<file path="src/rtl/fetch_controller_if.sv">
// Instruction-memory request/response bus between the fetch controller (master) and imem (slave).
interface fetch_controller_if;
  logic        imemReq;
  logic [31:0] imemAddr;
  logic        imemReady;
  logic        imemValid;
  logic [31:0] imemData;

  modport master (
    output imemReq,
    output imemAddr,
    input  imemReady,
    input  imemValid,
    input  imemData
  );

  modport slave (
    input  imemReq,
    input  imemAddr,
    output imemReady,
    output imemValid,
    output imemData
  );
endinterface

</file>
<file path="src/rtl/fetch_controller.sv">
// IF-stage sequencer: owns the PC, runs the imem request/response handshake and presents words to IF/ID.
// Optional macro FETCH_TIMEOUT_EN adds a per-fetch watchdog, a sticky fetchError and a HALT state.
module fetch_controller #(
  parameter logic [31:0] RESET_PC       = 32'h0000_3000,
  parameter int unsigned TIMEOUT_CYCLES = 255
) (
  input  logic               clk,
  input  logic               reset,
  input  logic [31:0]        newPC,
  input  logic               redirect,
  input  logic               stallIF,
  fetch_controller_if.master imem,
  output logic [31:0]        pc,
  output logic               instrValid,
  output logic [31:0]        instruction,
  output logic [31:0]        instrPC,
  output logic               fetchError
);

  typedef enum logic [2:0] {
    S_IDLE,
    S_REQ,
    S_WAIT,
    S_DROP,
`ifdef FETCH_TIMEOUT_EN
    S_HALT,
`endif
    S_ISSUE
  } state_t;

  state_t      r_state;
  logic [31:0] r_pc;
  logic        r_instr_valid;
  logic [31:0] r_instruction;
  logic [31:0] r_instr_pc;

`ifdef FETCH_TIMEOUT_EN
  localparam logic [7:0] TIMEOUT_LAST = 8'(TIMEOUT_CYCLES - 1);

  logic [7:0] r_timer;
  logic       r_fetch_error;
  logic       w_stay;

  // A waiting state that will not change this cycle keeps the watchdog running.
  always_comb begin
    w_stay = 1'b0;
    case (r_state)
      S_REQ:   w_stay = !imem.imemReady;
      S_WAIT:  w_stay = !imem.imemValid;
      S_DROP:  w_stay = !imem.imemValid;
      default: w_stay = 1'b0;
    endcase
  end
`endif

  always_ff @(posedge clk) begin
    if (reset) begin
      r_state       <= S_IDLE;
      r_pc          <= RESET_PC;
      r_instr_valid <= 1'b0;
      r_instruction <= '0;
      r_instr_pc    <= '0;
`ifdef FETCH_TIMEOUT_EN
      r_timer       <= '0;
      r_fetch_error <= 1'b0;
`endif
    end else begin
      case (r_state)
        S_IDLE: begin
          r_state <= S_REQ;
        end

        S_REQ: begin
          if (imem.imemReady && redirect) begin
            // The accepted address is already stale; its response must be swallowed.
            r_pc    <= newPC;
            r_state <= S_DROP;
          end else if (imem.imemReady) begin
            r_state <= S_WAIT;
          end else if (redirect) begin
            r_pc <= newPC;
          end
        end

        S_WAIT: begin
          if (imem.imemValid && redirect) begin
            r_pc    <= newPC;
            r_state <= S_REQ;
          end else if (imem.imemValid) begin
            r_instruction <= imem.imemData;
            r_instr_pc    <= r_pc;
            r_instr_valid <= 1'b1;
            r_state       <= S_ISSUE;
          end else if (redirect) begin
            r_pc    <= newPC;
            r_state <= S_DROP;
          end
        end

        S_DROP: begin
          if (redirect) begin
            r_pc <= newPC;
          end
          if (imem.imemValid) begin
            r_state <= S_REQ;
          end
        end

        S_ISSUE: begin
          // Redirect wins over a stall so a flushed word never lingers in IF/ID.
          if (redirect || !stallIF) begin
            r_instr_valid <= 1'b0;
            r_pc          <= newPC;
            r_state       <= S_REQ;
          end
        end

        default: begin
          r_state <= r_state;
        end
      endcase

`ifdef FETCH_TIMEOUT_EN
      if (w_stay && !redirect) begin
        if (r_timer == TIMEOUT_LAST) begin
          r_state       <= S_HALT;
          r_fetch_error <= 1'b1;
          r_timer       <= '0;
        end else begin
          r_timer <= r_timer + 8'd1;
        end
      end else begin
        r_timer <= '0;
      end
`endif
    end
  end

  assign imem.imemReq  = (r_state == S_REQ);
  assign imem.imemAddr = r_pc;
  assign pc            = r_pc;
  assign instrValid    = r_instr_valid;
  assign instruction   = r_instruction;
  assign instrPC       = r_instr_pc;

`ifdef FETCH_TIMEOUT_EN
  assign fetchError = r_fetch_error;
`else
  assign fetchError = 1'b0;
`endif

endmodule

</file>
<file path="src/flat_wrapper.sv">
// flat-port wrapper written by rule: the top's interface ports become plain ports
module fetch_controller_flat 
#(
  parameter logic [31:0] RESET_PC       = 32'h0000_3000,
  parameter int unsigned TIMEOUT_CYCLES = 255
)
  (clk, reset, newPC, redirect, stallIF, pc, instrValid, instruction, instrPC, fetchError, imem_imemReq, imem_imemAddr, imem_imemReady, imem_imemValid, imem_imemData);
  fetch_controller_if imem_i ();
  input  logic clk;
  input  logic reset;
  input  logic [31:0] newPC;
  input  logic redirect;
  input  logic stallIF;
  output logic [31:0] pc;
  output logic instrValid;
  output logic [31:0] instruction;
  output logic [31:0] instrPC;
  output logic fetchError;
  output wire logic [$bits(imem_i.imemReq)-1:0] imem_imemReq;
  output wire logic [$bits(imem_i.imemAddr)-1:0] imem_imemAddr;
  input wire logic [$bits(imem_i.imemReady)-1:0] imem_imemReady;
  input wire logic [$bits(imem_i.imemValid)-1:0] imem_imemValid;
  input wire logic [$bits(imem_i.imemData)-1:0] imem_imemData;
  assign imem_imemReq = imem_i.imemReq;
  assign imem_imemAddr = imem_i.imemAddr;
  assign imem_i.imemReady = imem_imemReady;
  assign imem_i.imemValid = imem_imemValid;
  assign imem_i.imemData = imem_imemData;
  fetch_controller #(.RESET_PC(RESET_PC), .TIMEOUT_CYCLES(TIMEOUT_CYCLES)) u_core (.clk(clk), .reset(reset), .newPC(newPC), .redirect(redirect), .stallIF(stallIF), .imem(imem_i), .pc(pc), .instrValid(instrValid), .instruction(instruction), .instrPC(instrPC), .fetchError(fetchError));
endmodule
</file>
<file path="config.mk">
export PLATFORM = sky130hd
export DESIGN_NAME = fetch_controller_flat
export DESIGN_NICKNAME = d
export VERILOG_FILES = /design/src/rtl/fetch_controller_if.sv /design/src/rtl/fetch_controller.sv /design/src/flat_wrapper.sv
export SDC_FILE = /design/constraint.sdc
export NUM_CORES = 1
export LEC_CHECK = 0
export BUFFER_PORTS_ARGS = -buffer_cell sky130_fd_sc_hd__buf_2
export CORE_MARGIN = 8
export CORE_UTILIZATION = 42
export CTS_CLUSTER_DIAMETER = 120
export DETAILED_ROUTE_END_ITERATION = 16
export GPL_ROUTABILITY_DRIVEN = 1
export GPL_TIMING_DRIVEN = 0
export MAX_ROUTING_LAYER = met4
export PLACE_DENSITY = 0.88
export SLEW_MARGIN = 15
export SYNTH_ARGS = -nofsm -noshare
export SYNTH_HDL_FRONTEND = slang
export SYNTH_SLANG_ARGS = --single-unit
</file>
<file path="constraint.sdc">
create_clock -name clk -period 1.7 [get_ports clk]
set_input_delay 0.255 -clock clk [delete_from_list [all_inputs] [get_ports clk]]
set_output_delay 0.255 -clock clk [all_outputs]
set_load 0.05 [all_outputs]
</file>
After elaboration in Yosys (flattened, before gate mapping). Cells that the tools add are included.

$add $sub $neg: 0. Multipliers: 0. Div/mod/pow operators: 0. Order comparisons: 0. Eq/ne operators: 12. Shift operators: 0. Mux-type cells: 19. Bitwise logic cells: 1. Reduce and logical (&&, ||, !) cells: 12.

Operators with widths (number): 2-to-1 mux 32 bit (6); one-hot mux 32 bit (4 select lines) (1); 2-to-1 mux 3 bit (7); one-hot mux 3 bit (5 select lines) (1); AND reduction 4 bit (2); == test 3 x 2 -> 1 bit (second input constant) (2); != test 2 bit (second input constant) (3); != test 3 x 2 -> 1 bit (second input constant) (2); AND reduction 5 bit (1); nonzero test 5 bit (1); != test 4 x 3 -> 1 bit (second input constant) (1); nonzero test 4 bit (1); == test 3 x 1 -> 1 bit (second input constant) (1); == test 3 bit (second input constant) (1); zero test 3 bit (1); 2-to-1 mux 1 bit (3); != test 3 x 1 -> 1 bit (second input constant) (1); AND reduction 3 bit (1); logical AND 1 bit (2); != test 2 x 1 -> 1 bit (second input constant) (1); one-hot mux 1 bit (2 select lines) (1); nonzero test 2 bit (1); zero test 1 bit (1); logical OR 1 bit (1); NOT 1 bit (1).

Bits in registers: 100. Bits in latches: 0. RAM bits: 0. Memory bits (read-only): 0. Input bits: 70. Output and inout bits: 131. Logic and storage cells: 49. Memories kept: 0.

Logic depth before layout (Yosys ltp). Gate-level depths: netlist of the first run.

Depth after elaboration: 4. Mapped depth: 7. Mapped depth without buffers: 4.

Worst setup path after synthesis of the first run. Ideal clock, no wire load.

Kind: reg-to-reg. From: reg u_core.r_state[2]. To: reg u_core.r_state[1]. Setup time: 70 ps. Arrival time: 2047 ps. Data required time: 1630 ps. Path slack: -417 ps. Cell stages (with the launch flop): 5. Path buffers: 1. Period minus slack after synthesis: 2117 ps. Cells stage by stage: dfxtp_1 > clkbuf_1 > nor3b_1 > a22oi_1 > nor2_1.

Word-level cells in the longest chain between the ends: 3. Elaborated cells between the ends (all ways): 12. Those cells by class: eq/ne: 8; mux: 1; reduce/logical: 3.

RTL lines: from (decl) (RTL line fetch_controller.sv:31) `state_t r_state;`; from (signal assigned) (RTL line fetch_controller.sv:119) `r_state <= r_state;`; == test 3 x 1 -> 1 bit *; via imem_imemReq (RTL line flat_wrapper.sv:19) `output wire logic [$bits(imem_i.imemReq)-1:0] imem_imemReq;`; != test 3 x 1 -> 1 bit (no line) / nonzero test 5 bit (equally long branches); AND reduction 5 bit (no line).

The timed path passes the listed nets; every way through them passes the cells marked *. A chain may end at the register's enable or synchronous reset.

Worst setup path after layout of the first run.
From: reg u_core.r_state[1]. To: reg u_core.r_instruction[13] (netlist: u_core.instruction[13]).

Word-level cells in the longest chain between the ends: 2.

RTL lines: == test 3 x 2 -> 1 bit (RTL line fetch_controller.sv:68) `case (r_state)`; AND reduction 3 bit (no line); to (signal assigned) (RTL line fetch_controller.sv:90) `r_instruction <= imem.imemData;`; to (decl) (RTL line fetch_controller.sv:34) `logic [31:0] r_instruction;`.

No other way between the ends.

==> run metrics, run 1 <==
drt pass-1 iters=7; net count after synthesis=597; ANT cells=0; Port Buf Inserts=198; FF-to-FF End=u_core.instruction[13]$_SDFFE_PP0P_; post-synthesis sequential area ratio=46.8%; PwrDens=950 nW/µm²; Die H=117 µm; slowest stage cell, crit path=or3b_4; Crit Path Category=reg -> reg; layout cells sized above 1=38.4%; most frequent cells in the layout=203 x buf_2, 131 x nand2_1, 98 x dfxtp_1; post-synthesis cell count=527; initial antenna violation count=0; final worst-path cycle share=94.5%; post-layout min period=1.61 ns; H-tree Lvls=3; hold path start=imem_imemData[25]; GRT Util Overall=19.6%; Critical Path RT=1.93 ns; synthesis-to-finish area growth=33.4%; startpoint types=flop; Fill cells=960; post-route antenna net violation count=0; f_max=622 MHz; Mean Syn Cell Area=8.12 µm²; DIE AREA=13,700 µm²; Crit path arrival time=1.84 ns; clock buffer depth=2; Core ar.=10,100 µm²; pre-CTS setup slack=-0.406 ns; FF+latch count, synth=100; final net count=805; Ys Warns=0; number of max-cap violations=0; hold endpoint=u_core.instruction[25]$_SDFFE_PP0P_; Via density=4.98; wire per inst=15.3 µm; Num CTS Buffers=9; Peak supply drop=0.425 mV; DRT iter0 DRCs=364; min setup slack post-route=0.0933 ns; CP Capture Type=flop; clock tree sinks=100; FP Rows=37; pin count of the biggest net entering global routing=19; Final Util=56.6%; non-filler cells in the finished layout=876; first-pass GRT wire length=20,700 µm; Lkg Pwr=0.00263 µW; number of global-route vias before repair=4,058; Rel. slew slack=60.2%; I/O pins=201; Fin. Hold Viols=0; Placed Instances=861; commonest non-fill, non-tap cell in the layout=buf_2; Clock Skews=0.0113 ns; peak fanout along the critical path=10; DP HPWL=10,100 µm; vias=4,359; FF-to-FF path depth=5; insertion delay to the later sink of the worst-skew pair=0.37 ns; Slew Viols, Final=0; Initial Util=42.4%; flop-to-flop setup slack=0.09 ns; Crit path largest cell delay=0.41 ns; final setup violation count=0; Die X-Extent=117 µm; final global-route overflow total=0; outcome=complete, no violations; clock root cell=clkbuf_8; Netlist cell types=28; worst r2r src=u_core.r_state[1]$_SDFFE_PP0P_; WL final=13,400 µm; GP Congestion=0.812; Design Power=5430 µW; Hold Crit Class=in -> reg; Hold Path Depth=3; Slew @ Worst Pin=0.597 ns; critical-path cell list=or3b_4 > or2_4 > buf_2 > nand2_1 > a21oi_1; Clock transition at path regs=0.11 ns; area of the mapped netlist=4280 µm²; CTS tree=built; DRC Markers=0
[power breakdown]
group | internal [µW] | switching (µW) | total, µW
logic | 394 | 877 | 1270
registers | 2430 | 118 | 2550
clock network | 710 | 896 | 1610
total | 3530 | 1890 | 5430
[flip-flops by register name, summed over array words and instances, names as in the netlist]
register,count
u_core.r_state,3
u_core.instruction,32
u_core.imem.imemAddr,32
u_core.instrPC,32
u_core.instrValid,1
[worst max-delay path, delay by kind of cell (launching register included)]
kind	cells	cell delay (ns)
compound gates	1	0.06
buf+inv	1	0.21
flops	1	0.40
simple gates	3	0.81
[repair_timing]
item                                    CTS  global route
pin swaps                                 1             1
hold buffers                              0             0
resized for setup                        13            14
endpoints found under the setup margin   95            93
setup buffers                             1             0
hold endpoints to repair                  0             0
[cells by family after synthesis]
| group | share of synthesized area, % |
|---|---|
| compound gates | 19.7 |
| buf+inv | 11.1 |
| flops | 46.8 |
| other cells | 0.0877 |
| simple gates | 22.4 |
[metal layers]
metal | up-vias | track usage [%] | share of wire [%]
li1 | 2173 | - | -
met1 | 1991 | 23.9 | 41
met2 | 179 | 32.0 | 49
met3 | 16 | 3.75 | 8.2
met4 | 0 | 6.74 | 1.3
met5 | - | - | 0
[cell type report]
class                      count  area [µm²]  share of cell area, %
tap                          136         170                   2.98
timing repair buffer         199        1000                   17.5
clock buffer                   9         124                   2.17
sequential                   100        2010                   35.2
inverter                       4        15.0                  0.263
clock inverter                 7        83.8                   1.47
buffer                        74         472                   8.26
multi-input combinational    347        1830                   32.1
[cell usage after synthesis (all sizes together)]
master  number  share of area (%)
o21ai        4               0.47
or2          3               0.44
clkbuf      27                2.4
or3b         1               0.20
nand3       30                3.5
a21oi       95                 11
inv          4               0.35
nor2         7               0.61
dfxtp      100                 47
a22oi        1               0.18
nand2b      31                4.5
conb         1              0.088
a21o         1               0.18
a31oi        2               0.29
buf         49                8.3
a221o       30                7.0
nor3b        3               0.79
o311ai       2               0.41
nand2      131                 11
nand3b       1               0.18
nor2b        1               0.15
nor3         3               0.47
[worst max-delay path by stage]
stage,start,to,slack [ns],cells past startpoint
after CTS,u_core.r_state[0]$_SDFFE_PP0P_,u_core.imem.imemAddr[19]$_SDFFE_PP0P_,0.004,6
after global placement,redirect,u_core.instrPC[15]$_SDFFE_PP0P_,-0.40,8
final,u_core.r_state[1]$_SDFFE_PP0P_,u_core.instruction[13]$_SDFFE_PP0P_,0.09,5
after global routing,u_core.r_state[2]$_SDFFE_PP0P_,u_core.instruction[16]$_SDFFE_PP0P_,-0.01,6
after detailed placement,redirect,u_core.instruction[13]$_SDFFE_PP0P_,-0.41,8
after floorplan,u_core.r_state[0]$_SDFFE_PP0P_,u_core.imem.imemAddr[0]$_SDFFE_PP0P_,0.08,6
[metrics by stage]
step | hold WS, ns | setup TNS [ns] | cell area, µm²
6_report | 0.110 | 0 | 5710
5_1_grt | 0.0963 | -0.0145 | 5710
4_1_cts | 0.0862 | 0 | 5680
3_5_place_dp | 0.443 | -27.96 | 5440
3_3_place_gp | 0.438 | -28.39 | 5440
2_1_floorplan | 0.391 | 0 | 4280
(Power assumes the default switching activity.)
==> run 2: changes to the inputs <==
Settings changed: BUFFER_PORTS_ARGS -buffer_cell sky130_fd_sc_hd__buf_2 to -buffer_cell sky130_fd_sc_hd__buf_4, CELL_PAD_IN_SITES_DETAIL_PLACEMENT set to 2, CELL_PAD_IN_SITES_GLOBAL_PLACEMENT set to 2, CORE_UTILIZATION 42 to 22, PLACE_DENSITY 0.88 to 0.86.
==> run 2 against run 1 <==
First-iteration DRC count shrank 62%. Largest power group unchanged. Cell count increased by 15%. Hold slack better by 0.032 ns. Critical endpoint is now u_core.instruction[19]$_SDFFE_PP0P_. Clock-buffer cell count rose by 1.
==> run metrics, run 2 (synthesis gave the netlist of run 1 again) <==
flop-to-flop setup slack=0.05 ns; pin count of the biggest net entering global routing=15; Reg area=2010 µm²; DRC Markers=0; Design Power=6050 µW; Clock transition at path regs=0.07 ns; commonest non-fill, non-tap cell in the layout=buf_4; Lkg Pwr=0.00277 µW; sw frac=32.0%; slowest stage cell, crit path=or3b_4; number of max-cap violations=0; Multi-input gate area=1840 µm²; H-tree Lvls=3; final net count=809; PwrDens=927 nW/µm²; peak fanout along the critical path=10; Via density=4.42; Fin. Hold Viols=0; startpoint types=flop; f_max=608 MHz; Die H=155 µm; Clock Skews=0.00831 ns; insertion delay to the later sink of the worst-skew pair=0.34 ns; Num CTS Buffers=9; Fill cells=2,220; wire per inst=18.0 µm; drt pass-1 iters=4; Rel. slew slack=60.2%; sequential share of power=42.3%; Crit path largest cell delay=0.42 ns; switching power=1930 µW; hold buffer count at cts=0; FF-to-FF End=u_core.instruction[19]$_SDFFE_PP0P_; final worst-path cycle share=96.8%; CTS tree=built; ANT cells=0; first-pass GRT wire length=27,800 µm; DP HPWL=13,900 µm; post-layout min period=1.65 ns; Slew @ Worst Pin=0.596 ns; synthesis-to-finish area growth=52.6%; I/O pins=201; initial antenna violation count=0; Comb pwr share=24.0%; final global-route overflow total=0; number of global-route vias before repair=4,930; critical-path cell list=or3b_4 > or2_4 > buf_6 > nand2_1 > a21oi_1; Slew Viols, Final=0; hold path start=newPC[14]; DRT iter0 DRCs=138; Die X-Extent=155 µm; vias=4,450; CP startpoint=u_core.r_state[1]$_SDFFE_PP0P_; GP Congestion=0.731; layout cells sized above 1=38.9%; WL final=18,100 µm; crit path capture=u_core.instruction[19]$_SDFFE_PP0P_; CP Capture Type=flop; Int Pwr=4120 µW; Crit path arrival time=1.85 ns; Initial Util=22.2%; worst r2r src=u_core.r_state[1]$_SDFFE_PP0P_; FF-to-FF path depth=5; Critical Path RT=1.90 ns; final setup violation count=0; Crit Path Category=reg -> reg; clock tree sinks=100; clock buffer depth=2; Hold Path Depth=2; RSZ-0062 raised after global routing=true; Clock power frac=33.7%; outcome=complete, no violations; post-route antenna net violation count=0; GRT Util Overall=15.1%; DIE AREA=24,200 µm²; Setup TNS=0 ns; Hold Crit Class=in -> reg; Peak supply drop=0.421 mV; most frequent cells in the layout=234 x buf_4, 131 x nand2_1, 98 x dfxtp_1; clock root cell=clkbuf_16; Port Buf Inserts=198; FP Rows=51; Core ar.=19,300 µm²
[run 2: changes by cell type in the layout (fill, tap and decap cells not counted), moves of 8 or more]
cell	before	now
buf_4	41	234
clkbuf_16	0	9
clkbuf_8	9	1
buf_2	203	2
buf_6	4	16
[run 2: metal layers]
metal	part of all wire [%]	vias up	wire [µm]	GRT usage, %
met3	5.8	8	1060	4.02
met1	44	2133	7940	17.3
met5	0	-	0	-
li1	-	2180	-	-
met2	49	129	8900	25.7
met4	1.2	0	211	4.07
[run 2: cell type report]
| type | count | area share [%] |
|---|---|---|
| Tap cell | 265 | 5.08 |
| Clock inverter | 3 | 0.613 |
| Multi-Input combinational cell | 347 | 28.2 |
| Clock buffer | 10 | 3.66 |
| Buffer | 74 | 8.09 |
| Sequential cell | 100 | 30.8 |
| Inverter | 4 | 0.230 |
| Timing Repair Buffer | 203 | 23.4 |
[run 2: worst min-delay path by stage]
stage | endpoint
after floorplan | u_core.instruction[0]$_SDFFE_PP0P_
after global placement | u_core.instrPC[2]$_SDFFE_PP0P_
after detailed placement | u_core.instrPC[26]$_SDFFE_PP0P_
after CTS | u_core.imem.imemAddr[14]$_SDFFE_PP0P_
after global routing | u_core.imem.imemAddr[18]$_SDFFE_PP0P_
final | u_core.imem.imemAddr[14]$_SDFFE_PP0P_
[run 2: power groups by stage]
| stage | clock network [µW] | registers [µW] | logic (µW) |
|---|---|---|---|
| after CTS | 2130 | 2560 | 1450 |
| final | 2040 | 2560 | 1450 |
| after detailed placement | 0 | 2610 | 1440 |
| after global routing | 2200 | 2580 | 1530 |
| after floorplan | 0 | 2850 | 659 |
| after global placement | 0 | 2610 | 1420 |
[run 2: per-stage QoR]
step	setup slack, ns	instance area (µm²)	util, %	cells	hold WS [ns]
global placement	-0.481	6100	31.7	990	0.443
CTS	-0.0900	6420	33.3	1002	0.124
finish	0.0541	6530	33.9	1006	0.142
detailed placement	-0.554	6100	31.7	990	0.451
global route	-0.0184	6530	33.9	1006	0.126
floorplan	0.0757	4280	-	527	0.391
[run 2: timing repair]
action / 4_1_cts / 5_1_grt
cloned: 0 / 1
setup endpoints to repair: 96 / 93
setup buffers: 1 / 3
gates resized for setup: 18 / 36
pin swaps: 1 / 3
[run 2: critical path: cells and delay by family (launching register included)]
family          cells  cell delay (ns)
simple gates        3             0.85
buf+inv             1             0.17
flops               1             0.40
compound gates      1             0.07
